File: src/rtl/axi4_mem_ctrl.sv
// AXI4 slave front-end for a single-port word memory (1-cycle read latency).
// Serialises INCR write and read bursts onto the memory port one at a time,
// arbitrating simultaneous requests round-robin. Out-of-range beats and bursts
// with unsupported burst type or size complete with SLVERR.
//
// Ports:
//   clk, rst                      clock, asynchronous active-high reset
//   aw*, w*, b*                   AXI4 write address / data / response channels
//   ar*, r*                       AXI4 read address / data channels
//   mem_en, mem_we, mem_addr,     memory port (word index, one access per cycle)
//   mem_wdata, mem_rdata
module axi4_mem_ctrl #(
  parameter int unsigned DATA_WIDTH     = 32,
  parameter int unsigned ADDR_WIDTH     = 16,
  parameter int unsigned MEM_ADDR_WIDTH = 10,
  parameter int unsigned DEPTH          = 1024
) (
  input  logic                      clk,
  input  logic                      rst,
  input  logic [ADDR_WIDTH-1:0]     awaddr,
  input  logic [7:0]                awlen,
  input  logic [2:0]                awsize,
  input  logic [1:0]                awburst,
  input  logic                      awvalid,
  output logic                      awready,
  input  logic [DATA_WIDTH-1:0]     wdata,
  input  logic                      wlast,
  input  logic                      wvalid,
  output logic                      wready,
  output logic [1:0]                bresp,
  output logic                      bvalid,
  input  logic                      bready,
  input  logic [ADDR_WIDTH-1:0]     araddr,
  input  logic [7:0]                arlen,
  input  logic [2:0]                arsize,
  input  logic [1:0]                arburst,
  input  logic                      arvalid,
  output logic                      arready,
  output logic [DATA_WIDTH-1:0]     rdata,
  output logic [1:0]                rresp,
  output logic                      rlast,
  output logic                      rvalid,
  input  logic                      rready,
  output logic                      mem_en,
  output logic                      mem_we,
  output logic [MEM_ADDR_WIDTH-1:0] mem_addr,
  output logic [DATA_WIDTH-1:0]     mem_wdata,
  input  logic [DATA_WIDTH-1:0]     mem_rdata
);

  // One bit wider than the byte-address word field so base + beat never wraps.
  localparam int unsigned IdxW     = ADDR_WIDTH - 1;
  localparam logic [2:0]  SizeFull = 3'($clog2(DATA_WIDTH / 8));
  localparam logic [1:0]  RespOkay = 2'b00;
  localparam logic [1:0]  RespErr  = 2'b10;

  typedef enum logic [2:0] {StIdle, StWrData, StWrResp, StRdReq, StRdData} state_e;

  state_e          state_q, state_d;
  logic            pri_q, pri_d;      // 0: write has priority, 1: read
  logic [IdxW-1:0] base_q, base_d;
  logic [7:0]      len_q, len_d;
  logic [7:0]      beat_q, beat_d;
  logic            legal_q, legal_d;
  logic            err_q, err_d;

  logic [IdxW-1:0] idx;
  logic            beat_ok;
  logic            last_beat;

  assign idx       = base_q + IdxW'(beat_q);
  assign beat_ok   = (idx < IdxW'(DEPTH)) && legal_q;
  assign last_beat = (beat_q == len_q);

  always_comb begin
    state_d   = state_q;
    pri_d     = pri_q;
    base_d    = base_q;
    len_d     = len_q;
    beat_d    = beat_q;
    legal_d   = legal_q;
    err_d     = err_q;
    awready   = 1'b0;
    arready   = 1'b0;
    wready    = 1'b0;
    bvalid    = 1'b0;
    bresp     = RespOkay;
    rvalid    = 1'b0;
    rresp     = RespOkay;
    rlast     = 1'b0;
    rdata     = '0;
    mem_en    = 1'b0;
    mem_we    = 1'b0;
    mem_addr  = idx[MEM_ADDR_WIDTH-1:0];
    mem_wdata = wdata;

    unique case (state_q)
      StIdle: begin
        awready = awvalid && (!arvalid || !pri_q);
        arready = arvalid && (!awvalid || pri_q);
        if (awready) begin
          base_d  = IdxW'(awaddr[ADDR_WIDTH-1:2]);
          len_d   = awlen;
          legal_d = (awburst == 2'b01) && (awsize == SizeFull);
          beat_d  = '0;
          err_d   = 1'b0;
          state_d = StWrData;
        end else if (arready) begin
          base_d  = IdxW'(araddr[ADDR_WIDTH-1:2]);
          len_d   = arlen;
          legal_d = (arburst == 2'b01) && (arsize == SizeFull);
          beat_d  = '0;
          state_d = StRdReq;
        end
      end
      StWrData: begin
        wready = 1'b1;
        if (wvalid) begin
          mem_en = beat_ok;
          mem_we = 1'b1;
          // Burst length comes from awlen; wlast only contributes to the error flag.
          if (!beat_ok || (wlast != last_beat)) err_d = 1'b1;
          if (last_beat) state_d = StWrResp;
          else           beat_d  = beat_q + 8'd1;
        end
      end
      StWrResp: begin
        bvalid = 1'b1;
        bresp  = err_q ? RespErr : RespOkay;
        if (bready) begin
          pri_d   = 1'b1;
          state_d = StIdle;
        end
      end
      StRdReq: begin
        mem_en  = beat_ok;
        state_d = StRdData;
      end
      StRdData: begin
        rvalid = 1'b1;
        // mem_rdata is held by the memory while mem_en is low, so rdata is stable on stall.
        rdata  = beat_ok ? mem_rdata : '0;
        rresp  = beat_ok ? RespOkay : RespErr;
        rlast  = last_beat;
        if (rready) begin
          if (last_beat) begin
            pri_d   = 1'b0;
            state_d = StIdle;
          end else begin
            beat_d  = beat_q + 8'd1;
            state_d = StRdReq;
          end
        end
      end
      default: state_d = StIdle;
    endcase
  end

  always_ff @(posedge clk or posedge rst) begin
    if (rst) begin
      state_q <= StIdle;
      pri_q   <= 1'b0;
      base_q  <= '0;
      len_q   <= '0;
      beat_q  <= '0;
      legal_q <= 1'b0;
      err_q   <= 1'b0;
    end else begin
      state_q <= state_d;
      pri_q   <= pri_d;
      base_q  <= base_d;
      len_q   <= len_d;
      beat_q  <= beat_d;
      legal_q <= legal_d;
      err_q   <= err_d;
    end
  end

endmodule

File: config.mk
export PLATFORM = sky130hd
export DESIGN_NAME = axi4_mem_ctrl
export DESIGN_NICKNAME = d
export VERILOG_FILES = /design/src/rtl/axi4_mem_ctrl.sv
export SDC_FILE = /design/constraint.sdc
export NUM_CORES = 1
export LEC_CHECK = 0
export CAP_MARGIN = 20
export CORE_AREA = 4 4 82 84
export DETAILED_ROUTE_END_ITERATION = 8
export DIE_AREA = 0 0 86 88
export DONT_BUFFER_PORTS = 1
export GPL_TIMING_DRIVEN = 0
export PLACE_DENSITY = 0.73
export SLEW_MARGIN = 10
export SYNTH_ARGS = -nofsm -noshare
export SYNTH_HDL_FRONTEND = slang
export SYNTH_SLANG_ARGS = --single-unit
File: constraint.sdc
create_clock -name clk -period 2.65 [get_ports clk]
set_input_delay 0.3975 -clock clk [delete_from_list [all_inputs] [get_ports clk]]
set_output_delay 0.3975 -clock clk [all_outputs]
set_load 0.02 [all_outputs]
After elaboration in Yosys (flattened, before gate mapping)
Index checks and enable logic that the tools add are counted.
Storage, ports and cells
  memory bits (read-only): 0
  bits of input ports: 130
  flip-flop bits (word level): 37
  RAM bits: 0
  bits in latches: 0
  logic and storage cells: 94
  output and inout port bits: 86
  memories: 0
Operators by class
  muxes and demuxes: 44
  shifts and indexed selects: 0
  reductions and logical operators: 22
  multipliers: 0
  order comparisons: 1
  equal/unequal tests: 18
  $add $sub $neg: 2
  bitwise logic cells: 0
  div/mod/pow operators: 0
Operators by type and width (number)
  32-bit two-way mux: 2
  8-bit two-way mux: 7
  15-bit two-way mux: 2
  8-bit one-hot mux with 3 select lines: 1
  3-bit two-way mux: 6
  1-bit two-way mux: 17
  15-bit by 8-bit adder with 15-bit output: 1
  15-bit by 11-bit less-than comparator with 1-bit output (second input constant): 1
  3-bit one-hot mux with 5 select lines: 1
  2-bit inequality test (second input constant): 7
  3-bit by 2-bit equality test with 1-bit output (second input constant): 4
  4-bit AND reduction: 3
  2-bit two-way mux: 5
  8-bit by 1-bit adder with 8-bit output (second input constant): 1
  8-bit equality test: 1
  1-bit one-hot mux with 2 select lines: 3
  2-bit nonzero test: 3
  1-bit logical AND: 5
  5-bit AND reduction: 1
  2-bit by 1-bit equality test with 1-bit output (second input constant): 2
  1-bit logical NOT: 4
  3-bit by 1-bit equality test with 1-bit output (second input constant): 1
  3-bit equality test (second input constant): 1
  3-bit logical NOT: 1
  5 further kinds: 7

Longest topological paths before layout
Gate-level depths: netlist of run 1.
  depth in word-level cells: 8
  mapped depth: 10

Least setup slack after synthesis of run 1
No wires, ideal clock.
  path kind: flip-flop to output port
  start: register beat_q[0]
  end: output rdata[10]
  path slack: -0.266 ns
  required time: 2.253 ns
  cell stages (with the launch flop): 11
  buffers on the path: 1
  data arrival time: 2.518 ns
  path through: dfrtp_1 -> ha_1 -> inv_1 -> fa_1 -> nor2b_1 -> o31a_1 -> nor4_1 -> or3_1 -> a211oi_4 -> buf_6 -> and2_1
On the way
  longest elaborated chain between the ends: 5
RTL lines
  from (decl): RTL line 63  | logic [7:0] beat_q, beat_d;
  from (signal assigned): RTL line 173  | beat_q <= beat_d;
  15-bit by 8-bit adder with 15-bit output: RTL line 71  | assign idx = base_q + IdxW'(beat_q);
  15-bit by 11-bit less-than comparator with 1-bit output: RTL line 72  | assign beat_ok = (idx < IdxW'(DEPTH)) && legal_q;
  1-bit logical AND: RTL line 72
  32-bit two-way mux: RTL line 142  | rdata = beat_ok ? mem_rdata : '0;
  32-bit two-way mux: RTL line 97  | unique case (state_q)
  to (decl): RTL line 39  | output logic [DATA_WIDTH-1:0] rdata,
Every way passes these cells.

Worst setup path in the final report of run 1
  start: register beat_q[0]
  end: output rdata[18]
Same word-level chain as after synthesis.

==> results of run 1 <==
## cell usage after synthesis, drive strengths merged, types with 9 or more instances
library cell | count | share of area [%]
buf | 37 | 9.6
nand2 | 37 | 4.6
o21ai | 37 | 6.1
dfrtp | 36 | 30
and2 | 33 | 6.8
mux2i | 23 | 7.6
nor2 | 18 | 2.2
inv | 15 | 1.9
a21oi | 12 | 2.0
xor2 | 11 | 3.2
clkbuf | 10 | 1.2
ha | 9 | 3.7
## final timing paths
| path | startpoint | slack [ns] | depth (start not counted) | endpoint |
|---|---|---|---|---|
| max in group asynchronous | rst | 1.99 | 1 | beat_q[5]$_DFFE_PP0P_ |
| setup reg to reg | beat_q[0]$_DFFE_PP0P_ | 0.29 | 11 | err_q$_DFFE_PP0P_ |
| hold reg to reg | len_q[3]$_DFFE_PP0P_ | 0.51 | 2 | len_q[3]$_DFFE_PP0P_ |
| min in group clk | rready | 0.23 | 2 | state_q[0]$_DFFE_PP0P_ |
| hold / removal | rst | 0.12 | 1 | base_q[8]$_DFFE_PP0P_ |
| setup / recovery | beat_q[0]$_DFFE_PP0P_ | -0.47 | 11 | rdata[18] |
## power by group
part | switching [mW] | leakage [nW] | total [mW] | internal (mW)
Sequential | 0.249 | 0.442 | 1.03 | 0.782
Clock | 0.201 | 0.0410 | 0.380 | 0.179
Combinational | 1.25 | 1.19 | 2.06 | 0.816
Total | 1.70 | 1.67 | 3.47 | 1.78
## metal layers
metal  vias to the layer above  part of all wire [%]
met1                      1249                    37
li1                       1251                     -
met5                         -                     0
met4                         0                   1.2
met2                       143                    52
met3                        12                   9.3
## placed cells by master (no fill, tap or decap), drive strengths merged, types with 12 or more instances in the layout
cell type / n
nor2: 18
buf: 54
inv: 15
and2: 33
a21oi: 12
mux2i: 23
o21ai: 37
clkbuf: 16
dfrtp: 36
nand2: 37
## flip-flops by register name, summed over array words and instances, names as in the netlist
name,count
len_q,8
state_q,3
err_q,1
base_q,14
beat_q,8
pri_q,1
legal_q,1
## area by class of cell
class / count / area share [%]
Buffer: 47 / 8.94
Clock buffer: 6 / 1.99
Clock inverter: 1 / 0.137
Inverter: 15 / 1.54
Multi-Input combinational cell: 261 / 55.7
Sequential cell: 36 / 24.9
Tap cell: 75 / 2.57
Timing Repair Buffer: 17 / 4.21
## repair_timing
action,in CTS,in global routing
pin swaps,9,9
resized for setup,41,11
gates cloned,3,0
setup endpoints to repair,38,38
buffers inserted,9,6
## cell families after synthesis
family / count (synthesis) / synth area share (%)
DFF: 36 / 29.8
other: 1 / 0.124
xor gates and xnor gates: 17 / 4.93
buffers and inverters: 62 / 12.7
adders and majority gates: 11 / 4.72
AOI/OAI and AO/OA: 82 / 18.0
muxes: 24 / 8.12
and+or+nand+nor: 125 / 21.6
## metrics by stage
| step | worst slack (ns) | setup TNS, ns | area, um2 |
|---|---|---|---|
| 6_report | -0.474 | -15.50 | 3650 |
| 2_1_floorplan | -0.0972 | -2.95 | 3110 |
| 4_1_cts | -0.458 | -14.73 | 3560 |
| 5_1_grt | -0.589 | -19.46 | 3650 |
| 3_5_place_dp | -0.411 | -13.17 | 3200 |
| 3_3_place_gp | -0.363 | -11.43 | 3200 |
==> results.toml, run 1 <==
[timing]
timing.hold.ws_ns = 0.120
final.setup_skew_ns = 0.00664
slew_headroom_pct = 38.1
finalMaxSlewViolations = 0
grt_setup_unrepaired = "yes"
finalSetupViolCount = 36
fmax_mhz = 320
min_period_ns = 3.12
tightest_slew_ns = 0.928
layout_setup_ws_ns = -0.474
hold_viol_final = 0
period_share_pct = 118

[final_layout]
diodes = 0
fillCellCount = 494
multi_input_area_um2 = 2040
finalNetCount = 523
utilization_pct = 61.7
drive_gt1_share_pct = 35.0
register_area_um2 = 910
syn_to_final_growth_pct = 21.0
fin_cells = 458

[synth]
ys_ff_latch = 36
async_flop_share_pct = 100
synth_ff_type = "dfrtp_1"
synth_edf_count = 0
syn_inst = 358
ys.warnings.count = 0
ys_seq_area_share_pct = 29.8
netlist_area_um2 = 3020
synth_cell_types = 51
postSynthAreaPerCell_um2 = 8.44

[worst_setup_path]
cp-start-kind = "flop"
critical_path.endpoint_type = "primary output"
criticalPathCategory = "flop to primary output"
path_common_cell = "buf_6"
arrival_ns = 2.73
cp_cell_sequence = "ha_4 > inv_2 > fa_2 > nor2b_4 > o31a_1 > nor4_4 > or3_4 > a211oi_4 > buf_6 > buf_6 > and2_4"
crit_fanout = 5
cpMaxStageDelayCell = "dfrtp_2"
critPathTopFamily = "simple AND/OR/NAND/NOR gates"
max_stage_delay_ns = 0.41
cp_num_buf_inv = 3
cp.required_ns = 2.25

[global_routing]
grt_usage_pct = 23.3
antenna_found_initial = 0
grt_use_met3_pct = 5.46
met1_usage_pct = 27.5
grt_pass1_wl_mm = 13.8
overflow = 0
grt-busiest-layer = "met2"
grt_use_met2_pct = 42.7
grt_pass1_vias = 2768
grt_max_degree = 37

[placed_design]
port_buffers = 0
routabilityCongestion = 0.838
hpwl_mm = 6.98
dp.cells = 434

[routing]
via_per_inst = 5.80
drtIter0Drc = 134
drt-wirelength-per-cell_um = 19.9
dr.pass1.iters = 4
dr_total_vias = 2655
detail-route-antenna-nets = 0
wl_mm = 9.11
drcViolationCount = 0

[die]
num_rows = 28
io_pins = 216
core_um2 = 5920
die-area_um2 = 7570
initial_utilization_pct = 51.0
fp.dieW_um = 86
die_h_um = 88

[power]
power_leakage_nw = 1.67
total_power_mw = 3.47
power_density_nw_per_um2 = 951
peakVddDrop_v = 0.000522

[clock_tree]
clock_latency_ns = 0.29
cts_buffers = 5
cts_max_level = 2
cts_root_buf = "clkbuf_8"
tritoncts = "built"
hold_buffers = 0
cts_sinks = 36
clk_pin_slew_ns = 0.08
clockBufferDepth = 2

[run_status]
status = "complete, but fails checks"
failed_checks = "negative setup slack"

[job]
cap_violations = 0

[min_path]
hold_path_class = "primary input to async pin"
(Power assumes the default switching activity.)
==> run 2, diff against run 1 <==
- GPL_ROUTABILITY_DRIVEN: unset -> 0
- RECOVER_POWER: unset -> 25
==> results.toml, run 2 (synthesis results as in run 1) <==
[worst_setup_path]
cp-start-kind = "flop"
cp_num_buf_inv = 3
cp.required_ns = 2.25
critPathTopFamily = "simple AND/OR/NAND/NOR gates"
max_stage_delay_ns = 0.41
criticalPathCategory = "flop to primary output"
cpMaxStageDelayCell = "dfrtp_2"
arrival_ns = 2.73
ff2ff_setup_slack_ns = 0.29
critical_path.endpoint_type = "primary output"
cp_cell_sequence = "ha_4 > inv_2 > fa_2 > nor2b_4 > o31a_1 > nor4_4 > or3_4 > a211oi_4 > buf_6 > buf_6 > and2_4"
crit_fanout = 5
path_common_cell = "buf_6"

[power]
power_frac_seq_pct = 29.7
internal-power_mw = 1.78
power_leakage_nw = 1.67
power_frac_clock_pct = 10.9
total_switching_power_mw = 1.70
peakVddDrop_v = 0.000522
switching_share_pct = 48.8
combPwrFrac_pct = 59.4
power_density_nw_per_um2 = 951

[final_layout]
finalNetCount = 523
largest_reg_flops = 14
diodes = 0
fillCellCount = 494
mostFrequentLayoutCell = "buf_4"
syn_to_final_growth_pct = 21.0
layout_common_cells = "44 x buf_4, 37 x nand2_1, 33 x o21ai_0"
top_regs = "base_q (14), beat_q (8), len_q (8)"
drive_gt1_share_pct = 34.7
top_register = "base_q"

[die]
fp.dieW_um = 86
io_pins = 216
die-area_um2 = 7570
num_rows = 28
initial_utilization_pct = 51.0
die_h_um = 88
core_um2 = 5920

[timing]
tightest_slew_ns = 1.38
min_period_ns = 3.12
slew_headroom_pct = 7.65
fmax_mhz = 320
finalSetupViolCount = 36
period_share_pct = 118
finalMaxSlewViolations = 0
layout_setup_ws_ns = -0.474
tns_ns = -15.50
timing.hold.ws_ns = 0.226
final.setup_skew_ns = 0.00664
grt_setup_unrepaired = "yes"
hold_viol_final = 0

[global_routing]
grt_max_degree = 37
overflow = 0
grt_usage_pct = 23.3
grt_pass1_vias = 2768
antenna_found_initial = 0
grt_pass1_wl_mm = 13.8

[clock_tree]
clockBufferDepth = 2
cts_root_buf = "clkbuf_8"
hold_buffers = 0
clk_pin_slew_ns = 0.08
tritoncts = "built"
clock_latency_ns = 0.29
cts_sinks = 36
cts_buffers = 5
cts_max_level = 2

[routing]
dr.pass1.iters = 4
detail-route-antenna-nets = 0
wl_mm = 9.11
drtIter0Drc = 134
dr_total_vias = 2655
via_per_inst = 5.80
drt-wirelength-per-cell_um = 19.9
drcViolationCount = 0

[min_path]
hold_path_class = "primary input to flop"

[job]
cap_violations = 0

[run_status]
status = "complete, but fails checks"
failed_checks = "negative setup slack"

[placed_design]
hpwl_mm = 6.98
port_buffers = 0
run 2: power groups by stage:
stage                     clock network [mW]  logic (mW)  registers [mW]
final                                  0.380        2.06            1.03
after global routing                   0.411        2.29            1.06
after CTS                              0.385        1.96            1.02
after detailed placement                   0        1.76            1.01
after global placement                     0        1.72           0.994
after floorplan                            0        1.47           0.934
run 2: what timing repair did:
item                                    4_1_cts  5_1_grt
pin swaps                                     9        9
endpoints found under the setup margin       38       38
resized for setup                            41       11
buffers inserted                              9        6
gates cloned                                  3        0
run 2: through the flow:
step	utilization [%]	power (mW)	instance area [um2]	setup slack, ns	std cells
5_1_grt	61.7	3.76	3650	-0.589	458
3_3_place_gp	54.1	2.72	3200	-0.363	434
2_1_floorplan	-	2.40	3110	-0.0972	359
6_report	61.7	3.47	3650	-0.474	458
3_5_place_dp	54.1	2.77	3200	-0.411	434
4_1_cts	60.2	3.37	3560	-0.458	453
run 2: worst register-to-register path, cell delays in order (launching register included):
cell and delay [ns]:
dfrtp_2 0.41, ha_4 0.15, inv_2 0.03, fa_2 0.36, nor2b_4 0.13, o31a_1 0.23
nor4_4 0.08, or3_4 0.35, buf_4 0.15, buf_6 0.11, a21oi_4 0.18, o21ai_1 0.08
run 2: layer usage:
layer / track usage, % / up-vias / routed length, um
li1: - / 1251 / -
met1: 27.5 / 1249 / 3370
met2: 42.7 / 143 / 4780
met3: 5.46 / 12 / 848
met4: 5.76 / 0 / 110
met5: 0 / - / 0
run 2: final cells by class:
class	count	area, um2	area share [%]
buffer	47	327	8.94
clock buffer	6	72.6	1.99
clock inverter	1	5.00	0.137
inverter	15	56.3	1.54
multi-input combinational	261	2040	55.7
sequential	36	910	24.9
tap	75	93.8	2.57
timing repair buffer	17	154	4.21
run 2: final timing paths:
| check | from | end | cells after the start |
|---|---|---|---|
| worst min register to register | len_q[3]$_DFFE_PP0P_ | len_q[3]$_DFFE_PP0P_ | 2 |
| min in group asynchronous | rst | base_q[8]$_DFFE_PP0P_ | 1 |
| worst max-delay path | beat_q[0]$_DFFE_PP0P_ | rdata[18] | 11 |
| worst min-delay path | rready | state_q[0]$_DFFE_PP0P_ | 2 |
| worst max register to register | beat_q[0]$_DFFE_PP0P_ | err_q$_DFFE_PP0P_ | 11 |
| max in group asynchronous | rst | beat_q[5]$_DFFE_PP0P_ | 1 |
